[src/rtl/scheduler_sram_ctrl_if.sv]
// Bundles the scheduler controller's packet, SRAM and row-delivery signals.
// The controller attaches through the slave modport; the surrounding fabric uses master.
interface scheduler_sram_ctrl_if #(
    parameter int unsigned NUM_AXONS = 256,
    parameter int unsigned NUM_TICKS = 16
);
    localparam int unsigned AW = $clog2(NUM_AXONS);
    localparam int unsigned TW = $clog2(NUM_TICKS);

    logic                 tick;
    logic                 pkt_a_valid;
    logic                 pkt_a_ready;
    logic [AW+TW-1:0]     pkt_a_data;
    logic                 pkt_b_valid;
    logic                 pkt_b_ready;
    logic [AW+TW-1:0]     pkt_b_data;
    logic                 sram_wen;
    logic                 sram_clr;
    logic [TW-1:0]        sram_read_addr;
    logic [AW+TW-1:0]     sram_packet;
    logic [NUM_AXONS-1:0] sram_out;
    logic                 row_valid;
    logic                 row_ready;
    logic [NUM_AXONS-1:0] row_data;
    logic                 tick_overrun;
    logic                 pkt_drop;

    modport slave (
        input  tick,
        input  pkt_a_valid,
        output pkt_a_ready,
        input  pkt_a_data,
        input  pkt_b_valid,
        output pkt_b_ready,
        input  pkt_b_data,
        output sram_wen,
        output sram_clr,
        output sram_read_addr,
        output sram_packet,
        input  sram_out,
        output row_valid,
        input  row_ready,
        output row_data,
        output tick_overrun,
        output pkt_drop
    );

    modport master (
        output tick,
        output pkt_a_valid,
        input  pkt_a_ready,
        output pkt_a_data,
        output pkt_b_valid,
        input  pkt_b_ready,
        output pkt_b_data,
        input  sram_wen,
        input  sram_clr,
        input  sram_read_addr,
        input  sram_packet,
        output sram_out,
        input  row_valid,
        output row_ready,
        input  row_data,
        input  tick_overrun,
        input  pkt_drop
    );
endinterface

[src/rtl/scheduler_sram_ctrl.sv]
// Scheduler SRAM sequencer: arbitrates spike packets from two sources into row writes
// and walks the tick pointer through present / clear / advance once per global tick.
module scheduler_sram_ctrl #(
    parameter int unsigned NUM_AXONS = 256,
    parameter int unsigned NUM_TICKS = 16
) (
    input logic                  clk,
    input logic                  rst,
    scheduler_sram_ctrl_if.slave bus
);
    localparam int unsigned AW = $clog2(NUM_AXONS);
    localparam int unsigned TW = $clog2(NUM_TICKS);
    localparam logic [TW-1:0] LAST_TICK = TW'(NUM_TICKS - 1);

    typedef enum logic [1:0] {StInit, StIdle, StRow, StClear} state_e;

    state_e           r_state, w_state_next;
    logic [TW-1:0]    r_init_cnt, w_init_cnt_next;
    logic [TW-1:0]    r_read_addr, w_read_addr_next;
    logic             r_prefer_b, w_prefer_b_next;
    logic             r_wen, w_wen_next;
    logic [AW+TW-1:0] r_packet, w_packet_next;
    logic             r_tick_overrun, w_tick_overrun_next;
    logic             r_pkt_drop, w_pkt_drop_next;

    logic             w_accept_window;
    logic             w_grant_b;
    logic             w_accept;
    logic             w_alias;
    logic [AW+TW-1:0] w_acc_data;

    // B wins only when it is the sole requester or A was served last.
    always_comb begin
        w_accept_window = (r_state == StIdle) && !bus.tick;
        w_grant_b       = bus.pkt_b_valid && (!bus.pkt_a_valid || r_prefer_b);
        w_accept        = w_accept_window && (w_grant_b ? bus.pkt_b_valid : bus.pkt_a_valid);
        w_acc_data      = w_grant_b ? bus.pkt_b_data : bus.pkt_a_data;
        w_alias         = (w_acc_data[TW-1:0] == LAST_TICK);
    end

    always_comb begin
        w_state_next        = r_state;
        w_init_cnt_next     = r_init_cnt;
        w_read_addr_next    = r_read_addr;
        w_prefer_b_next     = r_prefer_b;
        w_wen_next          = 1'b0;
        w_packet_next       = r_packet;
        w_tick_overrun_next = r_tick_overrun;
        w_pkt_drop_next     = r_pkt_drop;

        if (w_accept) begin
            w_prefer_b_next = !w_grant_b;
            w_packet_next   = w_acc_data;
            // Maximum delay would land on the row currently being consumed.
            w_wen_next      = !w_alias;
            if (w_alias) begin
                w_pkt_drop_next = 1'b1;
            end
        end

        if (bus.tick && (r_state == StRow || r_state == StClear)) begin
            w_tick_overrun_next = 1'b1;
        end

        unique case (r_state)
            StInit: begin
                w_init_cnt_next = r_init_cnt + TW'(1);
                if (r_init_cnt == LAST_TICK) begin
                    w_state_next = StIdle;
                end
            end
            StIdle: begin
                if (bus.tick) begin
                    w_state_next = StRow;
                end
            end
            StRow: begin
                if (bus.row_ready) begin
                    w_state_next = StClear;
                end
            end
            StClear: begin
                w_read_addr_next = r_read_addr + TW'(1);
                w_state_next     = StIdle;
            end
            default: w_state_next = StInit;
        endcase
    end

    always_ff @(posedge clk) begin
        if (!rst) begin
            r_state        <= StInit;
            r_init_cnt     <= '0;
            r_read_addr    <= '0;
            r_prefer_b     <= 1'b0;
            r_wen          <= 1'b0;
            r_packet       <= '0;
            r_tick_overrun <= 1'b0;
            r_pkt_drop     <= 1'b0;
        end else begin
            r_state        <= w_state_next;
            r_init_cnt     <= w_init_cnt_next;
            r_read_addr    <= w_read_addr_next;
            r_prefer_b     <= w_prefer_b_next;
            r_wen          <= w_wen_next;
            r_packet       <= w_packet_next;
            r_tick_overrun <= w_tick_overrun_next;
            r_pkt_drop     <= w_pkt_drop_next;
        end
    end

    assign bus.pkt_a_ready    = w_accept_window && !w_grant_b;
    assign bus.pkt_b_ready    = w_accept_window && w_grant_b;
    assign bus.sram_wen       = r_wen;
    assign bus.sram_clr       = (r_state == StClear);
    assign bus.sram_read_addr = r_read_addr;
    assign bus.sram_packet    = r_packet;
    assign bus.row_valid      = (r_state == StRow);
    assign bus.row_data       = bus.sram_out;
    assign bus.tick_overrun   = r_tick_overrun;
    assign bus.pkt_drop       = r_pkt_drop;
endmodule

[src/flat_wrapper.sv]
// flat-port wrapper written by rule: the top's interface ports become plain ports
module scheduler_sram_ctrl_flat 
#(
    parameter int unsigned NUM_AXONS = 256,
    parameter int unsigned NUM_TICKS = 16
)
  (clk, rst, bus_tick, bus_pkt_a_valid, bus_pkt_a_ready, bus_pkt_a_data, bus_pkt_b_valid, bus_pkt_b_ready, bus_pkt_b_data, bus_sram_wen, bus_sram_clr, bus_sram_read_addr, bus_sram_packet, bus_sram_out, bus_row_valid, bus_row_ready, bus_row_data, bus_tick_overrun, bus_pkt_drop);
  scheduler_sram_ctrl_if #(.NUM_AXONS(NUM_AXONS), .NUM_TICKS(NUM_TICKS)) bus_i ();
  input logic clk;
  input logic rst;
  input wire logic [$bits(bus_i.tick)-1:0] bus_tick;
  input wire logic [$bits(bus_i.pkt_a_valid)-1:0] bus_pkt_a_valid;
  output wire logic [$bits(bus_i.pkt_a_ready)-1:0] bus_pkt_a_ready;
  input wire logic [$bits(bus_i.pkt_a_data)-1:0] bus_pkt_a_data;
  input wire logic [$bits(bus_i.pkt_b_valid)-1:0] bus_pkt_b_valid;
  output wire logic [$bits(bus_i.pkt_b_ready)-1:0] bus_pkt_b_ready;
  input wire logic [$bits(bus_i.pkt_b_data)-1:0] bus_pkt_b_data;
  output wire logic [$bits(bus_i.sram_wen)-1:0] bus_sram_wen;
  output wire logic [$bits(bus_i.sram_clr)-1:0] bus_sram_clr;
  output wire logic [$bits(bus_i.sram_read_addr)-1:0] bus_sram_read_addr;
  output wire logic [$bits(bus_i.sram_packet)-1:0] bus_sram_packet;
  input wire logic [$bits(bus_i.sram_out)-1:0] bus_sram_out;
  output wire logic [$bits(bus_i.row_valid)-1:0] bus_row_valid;
  input wire logic [$bits(bus_i.row_ready)-1:0] bus_row_ready;
  output wire logic [$bits(bus_i.row_data)-1:0] bus_row_data;
  output wire logic [$bits(bus_i.tick_overrun)-1:0] bus_tick_overrun;
  output wire logic [$bits(bus_i.pkt_drop)-1:0] bus_pkt_drop;
  assign bus_i.tick = bus_tick;
  assign bus_i.pkt_a_valid = bus_pkt_a_valid;
  assign bus_pkt_a_ready = bus_i.pkt_a_ready;
  assign bus_i.pkt_a_data = bus_pkt_a_data;
  assign bus_i.pkt_b_valid = bus_pkt_b_valid;
  assign bus_pkt_b_ready = bus_i.pkt_b_ready;
  assign bus_i.pkt_b_data = bus_pkt_b_data;
  assign bus_sram_wen = bus_i.sram_wen;
  assign bus_sram_clr = bus_i.sram_clr;
  assign bus_sram_read_addr = bus_i.sram_read_addr;
  assign bus_sram_packet = bus_i.sram_packet;
  assign bus_i.sram_out = bus_sram_out;
  assign bus_row_valid = bus_i.row_valid;
  assign bus_i.row_ready = bus_row_ready;
  assign bus_row_data = bus_i.row_data;
  assign bus_tick_overrun = bus_i.tick_overrun;
  assign bus_pkt_drop = bus_i.pkt_drop;
  scheduler_sram_ctrl #(.NUM_AXONS(NUM_AXONS), .NUM_TICKS(NUM_TICKS)) u_core (.clk(clk), .rst(rst), .bus(bus_i));
endmodule
[config.mk]
export PLATFORM = sky130hd
export DESIGN_NAME = scheduler_sram_ctrl_flat
export DESIGN_NICKNAME = d
export VERILOG_FILES = /design/src/rtl/scheduler_sram_ctrl_if.sv /design/src/rtl/scheduler_sram_ctrl.sv /design/src/flat_wrapper.sv
export SDC_FILE = /design/constraint.sdc
export NUM_CORES = 1
export LEC_CHECK = 0
export ABC_AREA = 0
export ABC_CLOCK_PERIOD_IN_PS = 2200
export CORE_AREA = 3 3 221 223
export CTS_CLUSTER_DIAMETER = 30
export DETAILED_ROUTE_END_ITERATION = 7
export DIE_AREA = 0 0 224 226
export GPL_ROUTABILITY_DRIVEN = 0
export PLACE_DENSITY = 0.41
export SETUP_SLACK_MARGIN = 0.05
export SYNTH_ARGS = -nofsm -noshare
export SYNTH_HDL_FRONTEND = slang
export SYNTH_SLANG_ARGS = --single-unit
[constraint.sdc]
create_clock -name clk -period 2.2 [get_ports clk]
set_input_delay 0.66 -clock clk [delete_from_list [all_inputs] [get_ports clk]]
set_output_delay 0.66 -clock clk [all_outputs]
set_load 0.05 [all_outputs]
==> metrics.txt, run 1 <==
# TYPE chip_impl_metric gauge
chip_impl_metric{name="slew_headroom",unit=""} 0.6574
chip_impl_info{name="commonest_cells_after_routing_fill_and_taps_aside",value="sky130_fd_sc_hd__clkdlybuf4s50_1, sky130_fd_sc_hd__dfxtp_1, sky130_fd_sc_hd__buf_4"} 1
chip_impl_info{name="leading_cell_type_in_the_layout_fill_and_taps_excluded",value="sky130_fd_sc_hd__clkdlybuf4s50_1"} 1
chip_impl_metric{name="antenna_cells",unit=""} 0
chip_impl_info{name="critical_path.cell_chain",value="clkdlybuf4s50_1"} 1
chip_impl_metric{name="postSynthCellCount",unit=""} 379
chip_impl_info{name="min_from",value="u_core.bus.tick_overrun$_SDFFE_PN0P_"} 1
chip_impl_metric{name="avgRoutedWirePerCell",unit="µm"} 13.75
chip_impl_info{name="worst_setup_path_start_kind",value="flop"} 1
chip_impl_metric{name="post_synth_instance_area",unit="µm²"} 3104
chip_impl_metric{name="worst_hold_path.num_cells",unit=""} 2
chip_impl_metric{name="worstRegToRegCells",unit=""} 9
chip_impl_metric{name="area_growth",unit="%"} -14.43
chip_impl_metric{name="start_util",unit=""} 0.06640
chip_impl_metric{name="fp.coreArea",unit="µm²"} 46750
chip_impl_metric{name="grt_first_pass_wirelength",unit="mm"} 13.85
chip_impl_info{name="r2r-start",value="u_core.r_state[1]$_SDFFE_PN0P_"} 1
chip_impl_metric{name="crit_arrival",unit="ns"} 1.43
chip_impl_metric{name="worst_slew_pin_tran",unit="ns"} 0.5131
chip_impl_metric{name="layout.core_utilization",unit=""} 0.05681
chip_impl_metric{name="ctsLongestPathBuffers",unit=""} 2
chip_impl_metric{name="holdBufCountCts",unit=""} 0
chip_impl_metric{name="cts-buffers-inserted",unit=""} 3
chip_impl_metric{name="yosys_warnings",unit=""} 0
chip_impl_metric{name="peakVddDrop",unit="V"} 0.0002419
chip_impl_metric{name="ctsHtreeMaxLevel",unit=""} 1
chip_impl_metric{name="first_iter_violations",unit=""} 26
chip_impl_metric{name="final_max_slew_viol_count",unit=""} 0
chip_impl_metric{name="fill_cells",unit=""} 5520
chip_impl_metric{name="initial_antenna_violation_count",unit=""} 0
chip_impl_info{name="cp_top_family",value="buffers and inverters"} 1
chip_impl_metric{name="number_of_drc_violations_after_detailed_routing",unit=""} 0
chip_impl_metric{name="avgViaCountPerCell",unit=""} 1.980
chip_impl_metric{name="design.die.area",unit="µm²"} 50620
chip_impl_metric{name="die_h",unit="µm"} 226
chip_impl_metric{name="p_per_area",unit="nW/µm²"} 648.4
chip_impl_info{name="outcome",value="finished clean"} 1
chip_impl_metric{name="port_buffers",unit=""} 52
chip_impl_metric{name="timing.critical_path.required",unit="ns"} 1.54
chip_impl_metric{name="final_setup_violation_count",unit=""} 0
chip_impl_metric{name="r2r_slack",unit="ns"} 0.57
chip_impl_metric{name="hold_violations",unit=""} 0
chip_impl_metric{name="hpwl",unit="mm"} 8.946
chip_impl_metric{name="max-cap-violations",unit=""} 0
chip_impl_metric{name="cts_num_sinks",unit=""} 26
chip_impl_metric{name="die_width",unit="µm"} 224
chip_impl_metric{name="area_share_of_the_largest_cell_type_after_synthesis",unit=""} 0.6191
chip_impl_metric{name="fin_setup_tns",unit="ns"} 0
chip_impl_metric{name="finalNetCount",unit=""} 479
chip_impl_info{name="post_synth_main_area_contributors",value="sky130_fd_sc_hd__buf_4, sky130_fd_sc_hd__dfxtp_1, sky130_fd_sc_hd__mux2i_1, sky130_fd_sc_hd__ha_1, sky130_fd_sc_hd__a21oi_1"} 1
chip_impl_info{name="crit_slowest_cell",value="sky130_fd_sc_hd__clkdlybuf4s50_1"} 1
chip_impl_info{name="crit_type",value="reg2out"} 1
chip_impl_info{name="worstSetupEndpointType",value="output pin"} 1
chip_impl_metric{name="total_track_usage",unit=""} 0.04144
chip_impl_metric{name="drt-pass1-iter-count",unit=""} 3
chip_impl_metric{name="maximum_number_of_pins_on_one_net_before_global_route_repair",unit=""} 27
chip_impl_metric{name="synth.distinct_cells",unit=""} 29
chip_impl_info{name="synth_top_area_cell",value="sky130_fd_sc_hd__buf_4"} 1
chip_impl_info{name="terminus_of_the_critical_flop_to_flop_path",value="u_core.r_state[1]$_SDFFE_PN0P_"} 1
chip_impl_metric{name="syn-mean-instance-area",unit="µm²"} 8.191
chip_impl_metric{name="path_max_fanout",unit=""} 2
chip_impl_metric{name="remaining_antenna_violation_count_after_routing",unit=""} 0
chip_impl_metric{name="finClkSkew",unit="ns"} 0.01041
chip_impl_metric{name="final.min_clock_period",unit="ns"} 2.092
chip_impl_metric{name="insertion_delay",unit="ns"} 0.29
chip_impl_info{name="min_delay_worst_type",value="reg2reg"} 1
chip_impl_metric{name="routed-via-count",unit=""} 1570
chip_impl_metric{name="bufs_and_invs_on_worst_path",unit=""} 1
chip_impl_metric{name="ios",unit=""} 565
chip_impl_info{name="rsz0062_at_grt",value="false"} 1
chip_impl_metric{name="wl",unit="mm"} 10.90
chip_impl_metric{name="yosys_register_bits",unit=""} 26
chip_impl_metric{name="final_min_period_over_clock_period",unit=""} 0.9511
chip_impl_metric{name="via_count_of_the_first_global_routing_pass",unit=""} 1749
chip_impl_metric{name="syn-num-nets",unit=""} 671
chip_impl_metric{name="floorplan.rows",unit=""} 79
chip_impl_metric{name="seq_area_frac_synth",unit=""} 0.1677
chip_impl_metric{name="worst_setup_hold_path_clk_slew",unit="ns"} 0.09
chip_impl_metric{name="drive_gt1_frac",unit=""} 0.2312
chip_impl_metric{name="critical-path-max-stage-delay",unit="ns"} 0.80
chip_impl_info{name="cts_tree",value="done"} 1
chip_impl_metric{name="gr-total-overflow",unit=""} 0
chip_impl_metric{name="fmax",unit="MHz"} 477.9
chip_impl_info{name="min_delay_worst_endpoint",value="u_core.bus.tick_overrun$_SDFFE_PN0P_"} 1
chip_impl_metric{name="total_leakage_power",unit="nW"} 0.9249
chip_impl_info{name="clk_root_buffer_cell",value="sky130_fd_sc_hd__clkbuf_16"} 1
## how the worst max path moves through the flow
stage | endpoint | cells past startpoint | slack (ns) | startpoint
3_3_place_gp | bus_pkt_a_ready | 4 | -0.22 | bus_tick
2_1_floorplan | bus_pkt_a_ready | 4 | 0.14 | bus_pkt_a_valid
5_1_grt | bus_sram_packet[6] | 1 | 0.05 | u_core.bus.sram_packet[6]$_SDFFE_PN0P_
4_1_cts | bus_sram_packet[11] | 1 | 0.06 | u_core.bus.sram_packet[11]$_SDFFE_PN0P_
3_5_place_dp | bus_pkt_a_ready | 4 | -0.22 | bus_tick
6_report | bus_sram_packet[6] | 1 | 0.11 | u_core.bus.sram_packet[6]$_SDFFE_PN0P_
## report_power, final
part	switching (W)	internal, W
Combinational	0.000302	0.000239
Sequential	0.0000469	0.000534
Clock	0.000235	0.000365
Total	0.000583	0.00114
## kinds of logic after synthesis
family / synth area share
compound gates: 0.06288
xor+xnor: 0.01693
fa+ha+maj: 0.02418
buf+inv: 0.6385
flops: 0.1677
mux: 0.04998
simple gates: 0.03991
## final cells by class
cell class              instances  area (µm²)  area share
well taps                     607       759.5      0.2859
clock inverters                 1       30.03     0.01130
inverters                       6       22.52    0.008479
repair buffers                 64       629.4      0.2369
multi-input cells              86       618.1      0.2327
flip-flops and latches         26       521.8      0.1964
clock buffers                   3       75.07     0.02826
## what timing repair did
action                                  4_1_cts  5_1_grt
resized for setup                             8        6
pin swaps                                     1        0
buffers inserted                              1        0
endpoints found under the setup margin        2        5
## synth_stat cells (all sizes together)
cell / count
nand3: 2
dfxtp: 26
xnor2: 2
a311oi: 1
nand2: 4
nor2: 12
o21ai: 15
a21oi: 14
buf: 259
mux2: 1
xor2: 4
a211oi: 1
clkbuf: 2
nor2b: 1
inv: 6
mux2i: 14
nand4: 4
o31ai: 1
and3: 1
a221oi: 1
nand2b: 1
and2: 1
ha: 6
## sequential cells by signal, indices dropped and copies added (netlist names)
name                       cells
u_core.r_prefer_b              1
u_core.bus.tick_overrun        1
u_core.bus.pkt_drop            1
u_core.bus.sram_read_addr      4
u_core.bus.sram_wen            1
u_core.r_init_cnt              4
u_core.bus.sram_packet        12
u_core.r_state                 2
## per-stage QoR
stage	instances	hold WS (ns)	total power, W	area (µm²)	setup WS [ns]
global placement	788	0.4417	0.001120	2520	-0.2170
detailed placement	788	0.4395	0.001127	2520	-0.2227
global route	793	0.4995	0.001852	2656	0.05186
floorplan	379	0.4787	0.002147	3107	0.1420
CTS	793	0.4521	0.001792	2645	0.05902
finish	793	0.4494	0.001722	2656	0.1076
## layer usage
metal,global-route usage,part of all wire,vias up
met1,0.03311,0.28,602
met4,0.05200,0.12,2
met5,0.007590,0.0049,-
met3,0.03978,0.22,135
li1,-,-,555
met2,0.05172,0.38,276
Note: power is estimated with default switching activity, not from simulation.
==> inputs of run 2 (changes only) <==
TNS_END_PERCENT = 20   (was unset)
==> metrics.txt, run 2 (same netlist as run 1, synthesis figures left out) <==
# TYPE chip_impl_metric gauge
chip_impl_metric{name="place_worst_setup_slack",unit="ns"} -0.2227
chip_impl_metric{name="slew_headroom",unit=""} 0.6624
chip_impl_metric{name="cts_num_sinks",unit=""} 26
chip_impl_metric{name="max-cap-violations",unit=""} 0
chip_impl_info{name="leading_cell_type_in_the_layout_fill_and_taps_excluded",value="sky130_fd_sc_hd__clkdlybuf4s50_1"} 1
chip_impl_metric{name="finalNetCount",unit=""} 479
chip_impl_metric{name="final_max_slew_viol_count",unit=""} 0
chip_impl_info{name="worstSetupEndpointType",value="output pin"} 1
chip_impl_metric{name="die_width",unit="µm"} 224
chip_impl_info{name="min_delay_worst_type",value="reg2reg"} 1
chip_impl_metric{name="grt_first_pass_wirelength",unit="mm"} 13.85
chip_impl_metric{name="first_iter_violations",unit=""} 26
chip_impl_metric{name="fmax",unit="MHz"} 474.6
chip_impl_info{name="min_from",value="u_core.bus.tick_overrun$_SDFFE_PN0P_"} 1
chip_impl_metric{name="worst_hold_path.num_cells",unit=""} 2
chip_impl_metric{name="maximum_number_of_pins_on_one_net_before_global_route_repair",unit=""} 27
chip_impl_metric{name="drt-pass1-iter-count",unit=""} 3
chip_impl_metric{name="drive_gt1_frac",unit=""} 0.2312
chip_impl_metric{name="antenna_cells",unit=""} 0
chip_impl_metric{name="gr-total-overflow",unit=""} 0
chip_impl_metric{name="hold_violations",unit=""} 0
chip_impl_metric{name="timing.critical_path.required",unit="ns"} 1.54
chip_impl_metric{name="fin_setup_tns",unit="ns"} 0
chip_impl_metric{name="remaining_antenna_violation_count_after_routing",unit=""} 0
chip_impl_info{name="rsz0062_at_grt",value="true"} 1
chip_impl_metric{name="worstRegToRegCells",unit=""} 9
chip_impl_metric{name="total_track_usage",unit=""} 0.04144
chip_impl_metric{name="final_setup_violation_count",unit=""} 0
chip_impl_info{name="commonest_cells_after_routing_fill_and_taps_aside",value="sky130_fd_sc_hd__clkdlybuf4s50_1, sky130_fd_sc_hd__dfxtp_1, sky130_fd_sc_hd__buf_4"} 1
chip_impl_metric{name="ios",unit=""} 565
chip_impl_info{name="critical_path.cell_chain",value="clkdlybuf4s50_1"} 1
chip_impl_metric{name="avgRoutedWirePerCell",unit="µm"} 13.75
chip_impl_metric{name="ctsHtreeMaxLevel",unit=""} 1
chip_impl_metric{name="bufs_and_invs_on_worst_path",unit=""} 1
chip_impl_metric{name="final_critical_path_setup_slack",unit="ns"} 0.09299
chip_impl_metric{name="start_util",unit=""} 0.06640
chip_impl_info{name="cp_top_family",value="buffers and inverters"} 1
chip_impl_metric{name="worst_slew_pin_tran",unit="ns"} 0.5048
chip_impl_metric{name="critical-path-max-stage-delay",unit="ns"} 0.81
chip_impl_info{name="terminus_of_the_critical_flop_to_flop_path",value="u_core.r_state[1]$_SDFFE_PN0P_"} 1
chip_impl_metric{name="worst_setup_hold_path_clk_slew",unit="ns"} 0.09
chip_impl_metric{name="avgViaCountPerCell",unit=""} 1.986
chip_impl_metric{name="die_h",unit="µm"} 226
chip_impl_metric{name="peakVddDrop",unit="V"} 0.0002421
chip_impl_info{name="outcome",value="finished clean"} 1
chip_impl_metric{name="area_of_combinational_cells_with_multiple_inputs",unit="µm²"} 618.1
chip_impl_info{name="r2r-start",value="u_core.r_state[1]$_SDFFE_PN0P_"} 1
chip_impl_metric{name="finClkSkew",unit="ns"} 0.01045
chip_impl_info{name="clk_root_buffer_cell",value="sky130_fd_sc_hd__clkbuf_16"} 1
chip_impl_info{name="cts_tree",value="done"} 1
chip_impl_metric{name="area_growth",unit="%"} -14.75
chip_impl_metric{name="design.die.area",unit="µm²"} 50620
chip_impl_metric{name="hpwl",unit="mm"} 8.946
chip_impl_metric{name="largest_register_ff_count",unit=""} 12
chip_impl_metric{name="p_per_area",unit="nW/µm²"} 651.4
chip_impl_metric{name="ctsLongestPathBuffers",unit=""} 2
chip_impl_info{name="worst_setup_path_start_kind",value="flop"} 1
chip_impl_metric{name="path_max_fanout",unit=""} 2
chip_impl_metric{name="fp.coreArea",unit="µm²"} 46750
chip_impl_metric{name="final.min_clock_period",unit="ns"} 2.107
chip_impl_metric{name="wl",unit="mm"} 10.90
chip_impl_metric{name="initial_antenna_violation_count",unit=""} 0
chip_impl_metric{name="port_buffers",unit=""} 52
chip_impl_metric{name="r2r_slack",unit="ns"} 0.57
chip_impl_metric{name="insertion_delay",unit="ns"} 0.29
chip_impl_metric{name="cts-buffers-inserted",unit=""} 3
chip_impl_metric{name="fill_cells",unit=""} 5519
chip_impl_metric{name="number_of_drc_violations_after_detailed_routing",unit=""} 0
chip_impl_info{name="crit_type",value="reg2out"} 1
chip_impl_metric{name="final_min_period_over_clock_period",unit=""} 0.9577
chip_impl_info{name="crit_slowest_cell",value="sky130_fd_sc_hd__clkdlybuf4s50_1"} 1
chip_impl_info{name="min_delay_worst_endpoint",value="u_core.bus.tick_overrun$_SDFFE_PN0P_"} 1
chip_impl_metric{name="via_count_of_the_first_global_routing_pass",unit=""} 1749
chip_impl_metric{name="seq_area",unit="µm²"} 521.8
chip_impl_metric{name="total_leakage_power",unit="nW"} 0.8515
chip_impl_metric{name="crit_arrival",unit="ns"} 1.45
chip_impl_metric{name="floorplan.rows",unit=""} 79
chip_impl_metric{name="routed-via-count",unit=""} 1575
-- run 2: cell types whose count changed in the layout (fill, tap and decap cells not counted) --
cell	previous run	this run
sky130_fd_sc_hd__clkdlybuf4s50_1	29	33
sky130_fd_sc_hd__dlymetal6s2s_1	4	0
-- run 2: what timing repair did --
action                                  4_1_cts  5_1_grt
gates resized for setup                       8        2
pin swaps                                     1        0
hold endpoints to repair                      0        0
hold buffers                                  0        0
endpoints found under the setup margin        2        5
setup buffers                                 1        0
-- run 2: worst register-to-register path, stage by stage, from the launching register on --
cell                       delay [ns]
sky130_fd_sc_hd__dfxtp_1         0.37
sky130_fd_sc_hd__inv_2           0.08
sky130_fd_sc_hd__ha_4            0.18
sky130_fd_sc_hd__nor2b_1         0.14
sky130_fd_sc_hd__buf_4           0.13
sky130_fd_sc_hd__buf_4           0.14
sky130_fd_sc_hd__a221oi_2        0.21
sky130_fd_sc_hd__buf_4           0.16
sky130_fd_sc_hd__nand3_1         0.07
sky130_fd_sc_hd__o31ai_1         0.07
-- run 2: through the flow --
step / instance area, µm² / utilization / total power [W] / hold slack (ns) / std cells
floorplan: 3107 / - / 0.002147 / 0.4787 / 379
global placement: 2520 / 0.05390 / 0.001120 / 0.4417 / 788
detailed placement: 2520 / 0.05390 / 0.001127 / 0.4395 / 788
CTS: 2645 / 0.05657 / 0.001792 / 0.4521 / 793
global route: 2646 / 0.05660 / 0.001853 / 0.4995 / 793
finish: 2646 / 0.05660 / 0.001724 / 0.4494 / 793
-- run 2: layer usage --
metal  vias up  wire, µm  track usage
met2       280      4097      0.05172
met4         2      1276      0.05200
li1        555         -            -
met3       135      2469      0.03978
met1       603      3006      0.03311
met5         -        53     0.007590
-- run 2: worst max path at each step --
stage                     slack [ns]             endpoint                                    start  depth (start not counted)
after floorplan                 0.14      bus_pkt_a_ready                          bus_pkt_a_valid                          4
after global placement         -0.22      bus_pkt_a_ready                                 bus_tick                          4
after detailed placement       -0.22      bus_pkt_a_ready                                 bus_tick                          4
after CTS                       0.06  bus_sram_packet[11]  u_core.bus.sram_packet[11]$_SDFFE_PN0P_                          1
after global routing            0.03   bus_sram_packet[5]   u_core.bus.sram_packet[5]$_SDFFE_PN0P_                          1
final                           0.09   bus_sram_packet[0]   u_core.bus.sram_packet[0]$_SDFFE_PN0P_                          1
-- run 2: area by class of cell --
type / count / area share
inverters: 6 / 0.008511
clock buffers: 3 / 0.02837
repair buffers: 64 / 0.2340
clock inverters: 1 / 0.01135
well taps: 607 / 0.2870
flip-flops and latches: 26 / 0.1972
multi-input cells: 86 / 0.2336
-- run 2: where the power goes --
part           internal (W)  total [W]  switching, W
Sequential         0.000534   0.000581     0.0000471
Clock              0.000365   0.000600      0.000235
Combinational      0.000240   0.000543      0.000302
Total               0.00114    0.00172      0.000584
==> inputs of run 3 (changes only) <==
--- a/constraint.sdc
+++ b/constraint.sdc
@@ -3,2 +3,2 @@
 set_output_delay 0.66 -clock clk [all_outputs]
-set_load 0.05 [all_outputs]
+set_load 0.1 [all_outputs]
==> metrics.txt, run 3 (same netlist as run 1, synthesis figures left out) <==
# TYPE chip_impl_metric gauge
chip_impl_metric{name="maximum_number_of_pins_on_one_net_before_global_route_repair",unit=""} 27
chip_impl_info{name="clk_root_buffer_cell",value="sky130_fd_sc_hd__clkbuf_16"} 1
chip_impl_info{name="commonest_cells_after_routing_fill_and_taps_aside",value="sky130_fd_sc_hd__clkdlybuf4s50_1, sky130_fd_sc_hd__dfxtp_1, sky130_fd_sc_hd__buf_4"} 1
chip_impl_metric{name="grt_first_pass_wirelength",unit="mm"} 14.25
chip_impl_metric{name="worst_setup_hold_path_clk_slew",unit="ns"} 0.09
chip_impl_metric{name="bufs_and_invs_on_worst_path",unit=""} 2
chip_impl_metric{name="start_util",unit=""} 0.06640
chip_impl_metric{name="insertion_delay",unit="ns"} 0.29
chip_impl_metric{name="hold_violations",unit=""} 0
chip_impl_metric{name="avgRoutedWirePerCell",unit="µm"} 14.60
chip_impl_metric{name="area_growth",unit="%"} -13.34
chip_impl_info{name="crit_type",value="in2out"} 1
chip_impl_metric{name="report.power.total",unit="W"} 0.001840
chip_impl_metric{name="worstRegToRegCells",unit=""} 7
chip_impl_metric{name="fin_setup_tns",unit="ns"} 0
chip_impl_info{name="leading_cell_type_in_the_layout_fill_and_taps_excluded",value="sky130_fd_sc_hd__clkdlybuf4s50_1"} 1
chip_impl_metric{name="worst_hold_slack",unit="ns"} 0.4666
chip_impl_metric{name="cts_num_sinks",unit=""} 26
chip_impl_metric{name="critical-path-max-stage-delay",unit="ns"} 0.30
chip_impl_info{name="worstSetupEndpointType",value="output pin"} 1
chip_impl_metric{name="design.die.area",unit="µm²"} 50620
chip_impl_metric{name="total_leakage_power",unit="nW"} 0.8719
chip_impl_metric{name="ctsLongestPathBuffers",unit=""} 2
chip_impl_metric{name="final.min_clock_period",unit="ns"} 2.116
chip_impl_metric{name="ios",unit=""} 565
chip_impl_metric{name="crit_arrival",unit="ns"} 1.46
chip_impl_info{name="terminus_of_the_critical_flop_to_flop_path",value="u_core.r_state[0]$_SDFFE_PN0P_"} 1
chip_impl_metric{name="largest_register_ff_count",unit=""} 12
chip_impl_metric{name="total_track_usage",unit=""} 0.04340
chip_impl_info{name="highest_layer",value="met4"} 1
chip_impl_info{name="min_delay_worst_type",value="reg2reg"} 1
chip_impl_metric{name="avgViaCountPerCell",unit=""} 2.015
chip_impl_metric{name="fp.coreArea",unit="µm²"} 46750
chip_impl_info{name="crit_slowest_cell",value="sky130_fd_sc_hd__dlygate4sd2_1"} 1
chip_impl_metric{name="die_h",unit="µm"} 226
chip_impl_metric{name="final_min_period_over_clock_period",unit=""} 0.9618
chip_impl_info{name="cts_tree",value="done"} 1
chip_impl_metric{name="worstSetupPathDepth",unit=""} 4
chip_impl_metric{name="path_max_fanout",unit=""} 3
chip_impl_info{name="min_delay_worst_endpoint",value="u_core.bus.pkt_drop$_SDFFE_PN0P_"} 1
chip_impl_metric{name="via_count_of_the_first_global_routing_pass",unit=""} 1687
chip_impl_info{name="worst_setup_path_start_kind",value="input port"} 1
chip_impl_metric{name="worst_slew_pin_tran",unit="ns"} 0.3542
chip_impl_info{name="r2r-start",value="u_core.r_state[1]$_SDFFE_PN0P_"} 1
chip_impl_metric{name="finClkSkew",unit="ns"} 0.01595
chip_impl_metric{name="hpwl",unit="mm"} 9.513
chip_impl_metric{name="max-cap-violations",unit=""} 0
chip_impl_metric{name="first_iter_violations",unit=""} 43
chip_impl_info{name="min_from",value="u_core.bus.pkt_drop$_SDFFE_PN0P_"} 1
chip_impl_metric{name="gr-total-overflow",unit=""} 0
chip_impl_metric{name="cts-buffers-inserted",unit=""} 3
chip_impl_metric{name="timing.critical_path.required",unit="ns"} 1.54
chip_impl_metric{name="slew_headroom",unit=""} 0.7638
chip_impl_info{name="outcome",value="finished clean"} 1
chip_impl_metric{name="final_max_slew_viol_count",unit=""} 0
chip_impl_metric{name="dr_wl_met3",unit="mm"} 2.247
chip_impl_metric{name="met1Wirelength",unit="mm"} 3.497
chip_impl_metric{name="holdBufCountCts",unit=""} 0
chip_impl_metric{name="drt-pass1-iter-count",unit=""} 4
chip_impl_metric{name="fmax",unit="MHz"} 472.6
chip_impl_info{name="rsz0062_at_grt",value="false"} 1
chip_impl_metric{name="floorplan.rows",unit=""} 79
chip_impl_metric{name="routed-via-count",unit=""} 1592
chip_impl_metric{name="routed-wl-met2",unit="mm"} 4.488
chip_impl_info{name="cp_top_family",value="buffers and inverters"} 1
chip_impl_metric{name="die_width",unit="µm"} 224
chip_impl_metric{name="remaining_antenna_violation_count_after_routing",unit=""} 0
chip_impl_metric{name="postCtsSetupRepairBufs",unit=""} 0
chip_impl_info{name="critical_path.cell_chain",value="dlygate4sd2_1 > nor2b_2 > and2_4 > buf_12"} 1
chip_impl_metric{name="peakVddDrop",unit="V"} 0.0002274
chip_impl_metric{name="antenna_cells",unit=""} 0
chip_impl_metric{name="final_setup_violation_count",unit=""} 0
chip_impl_metric{name="ctsHtreeMaxLevel",unit=""} 1
chip_impl_metric{name="fill_cells",unit=""} 5505
chip_impl_metric{name="drive_gt1_frac",unit=""} 0.2678
chip_impl_metric{name="r2r_slack",unit="ns"} 0.58
chip_impl_metric{name="finalNetCount",unit=""} 476
chip_impl_metric{name="worst_hold_path.num_cells",unit=""} 2
chip_impl_metric{name="port_buffers",unit=""} 52
chip_impl_metric{name="number_of_drc_violations_after_detailed_routing",unit=""} 0
chip_impl_metric{name="initial_antenna_violation_count",unit=""} 1
chip_impl_metric{name="p_per_area",unit="nW/µm²"} 683.9
chip_impl_metric{name="wl",unit="mm"} 11.53
## run 3: tightest hold or removal path, cell delays in order (launching register included)
cell	delay [ns]
sky130_fd_sc_hd__dfxtp_1	0.33
sky130_fd_sc_hd__nand2_1	0.05
sky130_fd_sc_hd__o21ai_1	0.05
## run 3: stage by stage
stage	instance area, µm²	std cells	setup WS (ns)	utilization
final	2690	790	0.08414	0.05754
after global routing	2690	790	0.05274	0.05754
after CTS	2693	790	0.05292	0.05759
after detailed placement	2567	786	-0.2302	0.05491
after global placement	2567	786	-0.2460	0.05491
after floorplan	3112	379	-0.03403	-
## run 3: routing by layer
metal	up-vias	GRT usage
li1	551	-
met1	631	0.03689
met2	284	0.05797
met3	126	0.03679
met4	0	0.05014
met5	-	0
## run 3: area by class of cell
cell class	count	area, µm²	share of cell area
tap	607	759.5	0.2823
multi-input combinational	86	633.1	0.2353
clock inverter	1	30.03	0.01116
clock buffer	3	75.07	0.02791
sequential	26	521.8	0.1940
timing repair buffer	61	648.1	0.2409
inverter	6	22.52	0.008372
## run 3: worst max path at each step
| stage | startpoint | endpoint | slack [ns] |
|---|---|---|---|
| 6_report | bus_tick | bus_pkt_a_ready | 0.08 |
| 5_1_grt | bus_tick | bus_pkt_a_ready | 0.05 |
| 4_1_cts | bus_pkt_a_valid | bus_pkt_a_ready | 0.05 |
| 3_3_place_gp | bus_pkt_a_valid | bus_pkt_a_ready | -0.25 |
| 2_1_floorplan | bus_pkt_a_valid | bus_pkt_a_ready | -0.03 |
| 3_5_place_dp | bus_pkt_a_valid | bus_pkt_a_ready | -0.23 |
## run 3: where the power goes
group	internal [W]	switching [W]	leakage [nW]
clock	0.000365	0.000230	0.0511
combinational	0.000226	0.000432	0.610
sequential	0.000535	0.0000520	0.211
total	0.00113	0.000714	0.872
## run 3: what timing repair did
item                       CTS  global route
setup endpoints to repair    2             1
gates resized for setup      8             4
hold endpoints to repair     0             0
pin swaps                    0             2
